`config.mk`:
```
export PLATFORM = sky130hd
export DESIGN_NAME = fifo_wptr_full
export DESIGN_NICKNAME = d
export VERILOG_FILES = /design/src/rtl/fifo_wptr_full.sv
export SDC_FILE = /design/constraint.sdc
export NUM_CORES = 1
export LEC_CHECK = 0
export CAP_MARGIN = 10
export CORE_MARGIN = 5
export CORE_UTILIZATION = 45
export DETAILED_ROUTE_END_ITERATION = 6
export PLACE_DENSITY = 0.79
export SYNTH_ARGS = -nofsm -noshare
export SYNTH_HDL_FRONTEND = slang
export SYNTH_SLANG_ARGS = --single-unit
```
`constraint.sdc`:
```
create_clock -name W_CLK -period 4.9 [get_ports W_CLK]
set_clock_uncertainty 0.05 [all_clocks]
set_input_delay 1.225 -clock W_CLK [delete_from_list [all_inputs] [get_ports W_CLK]]
set_output_delay 1.225 -clock W_CLK [all_outputs]
set_load 0.02 [all_outputs]
```
`src/rtl/fifo_wptr_full.sv`:
```
// fifo_wptr_full: write-domain pointer and flag stage of an asynchronous FIFO.
// Owns the write binary pointer (memory address) and the registered Gray pointer
// exported to the read domain, synchronizes the read Gray pointer into W_CLK and
// derives FULL, a conservative fill level and a sticky overflow flag.
// Optional feature macro: FIFO_ALMOST_FULL_EN adds the ALMOST_FULL output.
module fifo_wptr_full #(
    parameter int PTR_WIDTH   = 3,
    parameter int SYNC_STAGES = 2,
    parameter int AF_LEVEL    = 6
) (
    input  logic                 W_CLK,
    input  logic                 W_RST,
    input  logic                 W_EN,
    input  logic [PTR_WIDTH:0]   R_GPTR_ASYNC,
    output logic [PTR_WIDTH-1:0] B_WPTR,
    output logic [PTR_WIDTH:0]   G_WPTR,
    output logic                 FULL,
    output logic                 W_ACCEPT,
    output logic [PTR_WIDTH:0]   W_LEVEL,
`ifdef FIFO_ALMOST_FULL_EN
    output logic                 OVERFLOW,
    output logic                 ALMOST_FULL
`else
    output logic                 OVERFLOW
`endif
);

    // Elaboration-time parameter sanity
    if (SYNC_STAGES < 2) begin : g_bad_sync
        $error("fifo_wptr_full: SYNC_STAGES must be >= 2");
    end
    if (PTR_WIDTH < 1) begin : g_bad_ptr
        $error("fifo_wptr_full: PTR_WIDTH must be >= 1");
    end
    if (AF_LEVEL < 0) begin : g_bad_af_neg
        $error("fifo_wptr_full: AF_LEVEL must not be negative");
    end

    function automatic logic [PTR_WIDTH:0] f_gray2bin(input logic [PTR_WIDTH:0] g);
        logic [PTR_WIDTH:0] b;
        b[PTR_WIDTH] = g[PTR_WIDTH];
        for (int i = PTR_WIDTH - 1; i >= 0; i--) begin
            b[i] = b[i+1] ^ g[i];
        end
        return b;
    endfunction

    function automatic logic [PTR_WIDTH:0] f_bin2gray(input logic [PTR_WIDTH:0] b);
        return b ^ (b >> 1);
    endfunction

    // Full pattern: the read pointer with its two MSBs flipped is exactly one lap behind.
    localparam logic [PTR_WIDTH:0] FULL_FLIP = {2'b11, {(PTR_WIDTH-1){1'b0}}};

    logic [PTR_WIDTH:0] r_wbin;
    logic [PTR_WIDTH:0] r_gptr;
    logic [PTR_WIDTH:0] r_rq [SYNC_STAGES];
    logic               r_full;
    logic               r_overflow;

    logic               w_accept;
    logic [PTR_WIDTH:0] w_wbin_next;
    logic [PTR_WIDTH:0] w_wgray_next;
    logic [PTR_WIDTH:0] w_rgs;
    logic [PTR_WIDTH:0] w_rbin_s;
    logic [PTR_WIDTH:0] w_level;

    // Accept decision, next pointer values and fill level from registered state
    always_comb begin
        w_accept     = W_EN && !r_full && !W_RST;
        w_wbin_next  = r_wbin + (PTR_WIDTH+1)'(w_accept);
        w_wgray_next = f_bin2gray(w_wbin_next);
        w_rgs        = r_rq[SYNC_STAGES-1];
        w_rbin_s     = f_gray2bin(w_rgs);
        w_level      = r_wbin - w_rbin_s;
    end

    // Read Gray pointer synchronizer; the only logic that touches R_GPTR_ASYNC
    always_ff @(posedge W_CLK or posedge W_RST) begin
        if (W_RST) begin
            for (int i = 0; i < SYNC_STAGES; i++) begin
                r_rq[i] <= '0;
            end
        end else begin
            r_rq[0] <= R_GPTR_ASYNC;
            for (int i = 1; i < SYNC_STAGES; i++) begin
                r_rq[i] <= r_rq[i-1];
            end
        end
    end

    // Write pointers, registered FULL and sticky overflow
    always_ff @(posedge W_CLK or posedge W_RST) begin
        if (W_RST) begin
            r_wbin     <= '0;
            r_gptr     <= '0;
            r_full     <= 1'b0;
            r_overflow <= 1'b0;
        end else begin
            r_wbin <= w_wbin_next;
            r_gptr <= w_wgray_next;
            r_full <= (w_wgray_next == (w_rgs ^ FULL_FLIP));
            if (W_EN && r_full) begin
                r_overflow <= 1'b1;
            end
        end
    end

    assign B_WPTR   = r_wbin[PTR_WIDTH-1:0];
    assign G_WPTR   = r_gptr;
    assign FULL     = r_full;
    assign W_ACCEPT = w_accept;
    assign W_LEVEL  = w_level;
    assign OVERFLOW = r_overflow;

`ifdef FIFO_ALMOST_FULL_EN
    if (AF_LEVEL > 2**PTR_WIDTH) begin : g_bad_af
        $error("fifo_wptr_full: AF_LEVEL exceeds FIFO depth");
    end

    // Almost-full threshold on the conservative fill level
    always_comb begin
        ALMOST_FULL = !W_RST && (w_level >= (PTR_WIDTH+1)'(AF_LEVEL));
    end
`endif

endmodule

```
# --- Yosys cells after proc, flatten, opt, wreduce, memory -nomap -nowiden ---
# Cells that the tools add are included.
word_totals:
  reg_bits: 18
  latchBits: 0
  ramBits: 0
  mem_bits_ro: 0
  in_bits: 7
  output_inout_bits: 14
  elab_cells: 19
  memories: 0
classes:
  add_sub_neg: 2
  n_mul: 0
  n_div: 0
  order_cmp: 0
  eq_ne: 1
  n_shift: 0
  n_mux: 0
  bitwise_logic: 5
  reduce_logical: 5
ops:
  columns: ["op", "count"]
  rows:
  - ["4-bit by 1-bit adder with 4-bit output", 1]
  - ["4-bit == test", 1]
  - ["4-bit subtractor", 1]
  - ["4-bit by 3-bit XOR with 4-bit output", 1]
  - ["1-bit logical AND", 3]
  - ["1-bit XOR", 3]
  - ["1-bit logical NOT", 2]
  - ["2-bit NOT", 1]

# --- Longest topological paths before layout ---
depth:
  word_depth: 6
  ltp_mapped: 9

# --- Worst setup path after synthesis ---
# OpenSTA, ideal clock, no wires.
synth_path:
  path_type: "register -> output"
  from: "register r_rq (netlist bit w_rgs[2])"
  to: "output port W_LEVEL[2]"
  arrival_time_ps: 2121
  required_time_ps: 3625
  setup_slack_ps: 1504
  stages_incl_launch_ff: 9
  n_path_buf: 1
  cell_sequence: "dfrtp_1 -> clkbuf_1 -> xnor2_1 -> xor2_1 -> xnor2_1 -> ha_1 -> inv_1 -> fa_1 -> xor2_1"
synth_between:
  elab_chain_cells: 4
synth_lines:
  columns: ["item", "line_no", "source"]
  rows:
  - ["start: declaration", "57", "logic [PTR_WIDTH:0] r_rq [SYNC_STAGES];"]
  - ["start signal: indexed assignment", "87", "r_rq[i] <= r_rq[i-1];"]
  - ["1-bit XOR *", "43", "b[i] = b[i+1] ^ g[i];"]
  - ["1-bit XOR (2 in series)", "43", null]
  - ["4-bit subtractor *", "75", "w_level = r_wbin - w_rbin_s;"]
  - ["end: declaration", "19", "output logic [PTR_WIDTH:0] W_LEVEL,"]
# Every way passes the cells marked *; elsewhere a longest branch is shown, timed or not.

# --- Worst setup path after layout ---
# Same ends and word-level chain as after synthesis.

==> flow_summary_export.csv <==
group,metric,value,unit
status,run_status,"finished, final reports clean",
clock_network,cts_max_level,1,
worst_setup_path,critPathArrivalTime,2.87,ns
worst_setup_path,cp.required,3.62,ns
logic_synthesis,synth_top_area_share,50.9,%
worst_setup_path,cp_max_fo,7,
timing,layout_setup_ws,0.758,ns
finish,final_cell_mix,"20 x clkdlybuf4s50_1, 17 x dfrtp_1, 9 x xnor2_1, 5 x inv_1, 5 x ha_1",
timing,rsz0062_at_grt,"false",
worst_setup_path,worst_setup_path_start_kind,"flop",
logic_synthesis,syn_inst,67,
drt,vias_per_cell,4.72,
logic_synthesis,synth_cell_types,24,
die,rows,15,
clock_network,cts_setup_buffers,0,
drt,wire_per_inst,12.4,µm
logic_synthesis,synth_ff_type,"dfrtp_1",
clock_network,cts_resized,0,
placed_design,place_ws,0.858,ns
grt,grt-ovfl-total,0,
logic_synthesis,syn-num-nets,80,
drt,drc,0,
die,ios,21,
logic_synthesis,netlist_area,836,µm²
finish,area_growth,29.3,%
drt,num_vias,533,
timing,setup_viol,0,
placed_design,port_buffers,20,
logic_synthesis,ys_ff_latch,17,
placed_design,finalWeightedCongestion,0.772,
clock_network,cts.sinks,17,
timing,finalCritPeriodShare,84.5,%
timing,tns,0,ns
logic_synthesis,yosys_warnings,0,
drt,dr.pass1.iters,1,
timing,min_period,4.14,ns
logic_synthesis,ys_seq_area_share,50.9,%
clock_network,cts_tree,"yes",
grt,grt_pass1_wl,2.55,mm
clock_network,cts-root-buf,"clkbuf_4",
grt,antenna_found_initial,0,
run,cap_viol_max_count,0,
timing,slew_headroom,58.6,%
finish,diodes,0,
timing,timing_hold_violations_final,0,
timing,timing.fmax,0.241,GHz
logic_synthesis,synth.area.top_cells,"dfrtp_1 51%, xnor2_1 9.4%, ha_1 7.5%",
finish,final_common_cell,"clkdlybuf4s50_1",
worst_setup_path,end_kind,"output pin",
clock_network,cts_buffer_depth,2,
die,die_h,53.1,µm
clock_network,cts_hold_buf,0,
placed_design,dp.final_hpwl,1.14,mm
logic_synthesis,synth_top_cell_by_area,"dfrtp_1",
die,design.core.area,0.00175,mm²
worst_hold_path,min_path_type,"reg2reg",
clock_network,numCtsBuffers,3,
pwr,power_leakage,0.465,nW
drt,drt-initial-drc-count,0,
drt,ant_nets,0,
grt,grt_usage,12.6,%
finish,fin_nets,102,
logic_synthesis,postSynth.asyncResetShare,100,%
drt,routed_wl,1.40,mm
clock_network,clock_latency,0.28,ns
pwr,vdd_drop_max,0.385,mV
timing,drv_slew,0,
clock_network,clk_pin_slew,0.10,ns
die,start_util,47.9,%
die,dieArea,0.00282,mm²
timing,worst_pin_slew,0.620,ns
die,fp.dieW,53.1,µm
pwr,p_per_area,692,mW/mm²
logic_synthesis,avgSynthCellArea,12.5,µm²
worst_setup_path,setup.worst_path.class,"reg2out",
grt,grt_pass1_vias,613,
grt,grt_max_degree,18,
logic_synthesis,synth_edf_count,0,
finish,layout-drive-gt1-share,11.4,%
-- registers in the layout, indices dropped and copies added, names as in the netlist --
| name | count |
|---|---|
| G_WPTR | 4 |
| r_wbin | 3 |
| w_rgs | 4 |
| OVERFLOW | 1 |
| FULL | 1 |
| r_rq | 4 |
-- stage by stage --
step / total power, mW / cells / hold slack (ns) / area [µm²] / util [%]
after floorplan: 0.516 / 67 / 0.281 / 836 / -
after global placement: 0.674 / 109 / 0.282 / 1050 / 60.4
after detailed placement: 0.688 / 109 / 0.288 / 1050 / 60.4
after CTS: 0.763 / 113 / 0.309 / 1080 / 61.9
after global routing: 0.810 / 113 / 0.319 / 1080 / 61.9
final: 0.748 / 113 / 0.306 / 1080 / 61.9
-- final cells by class --
cell class | instances | area (µm²)
well taps | 25 | 31.3
clock buffers | 3 | 22.5
repair buffers | 20 | 200
multi-input cells | 42 | 378
fillers | 158 | 664
inverters | 5 | 18.8
flip-flops and latches | 17 | 425
clock inverters | 1 | 5.00
-- worst max-delay path: stages, from the launching register on --
cell,delay [ns]
dfrtp_1,0.47
xnor2_1,0.24
xor2_1,0.34
xnor2_1,0.17
ha_1,0.16
inv_1,0.06
fa_1,0.37
xor2_1,0.15
clkdlybuf4s50_1,0.62
-- logic make-up after synthesis --
family	Yosys count	share of synthesized area (%)
buf+inv	8	3.89
compound gates	7	5.69
fa+ha+maj	7	11.2
mux	1	1.35
flops	17	50.9
xor+xnor	15	17.5
simple gates	12	9.43
-- where the power goes --
group,leakage [nW],switching [mW],internal [mW]
clock,0.0177,0.0418,0.0303
sequential,0.199,0.0504,0.183
combinational,0.248,0.213,0.230
total,0.465,0.305,0.443
-- path summary, 6_finish.rpt --
check,endpoint,from,slack (ns),depth (start not counted)
worst min register to register,w_rgs[0],r_rq[4],0.31,0
worst max register to register,FULL,FULL,2.74,6
min in group asynchronous,FULL,W_RST,1.30,2
worst max-delay path,W_LEVEL[2],w_rgs[2],0.76,8
worst min-delay path,w_rgs[0],r_rq[4],0.31,0
max in group asynchronous,w_rgs[0],W_RST,3.09,2
-- routing by layer --
metal  vias up  GRT usage (%)  share of wire (%)
met2        12           22.7                 53
met5         -              0                  0
met1       259           14.5                 42
li1        260              -                  -
met3         2           1.69                3.6
met4         0           6.38               0.86
-- synth_stat cells, types with 2 or more instances --
| cell | number |
|---|---|
| xor2_1 | 4 |
| a21o_1 | 2 |
| dfrtp_1 | 17 |
| or3b_2 | 2 |
| inv_1 | 5 |
| buf_2 | 2 |
| a31oi_1 | 2 |
| a21oi_1 | 2 |
| nor2b_1 | 3 |
| ha_1 | 5 |
| xnor2_1 | 9 |
| xor2_2 | 2 |
Note: power is estimated with default switching activity, not from simulation.
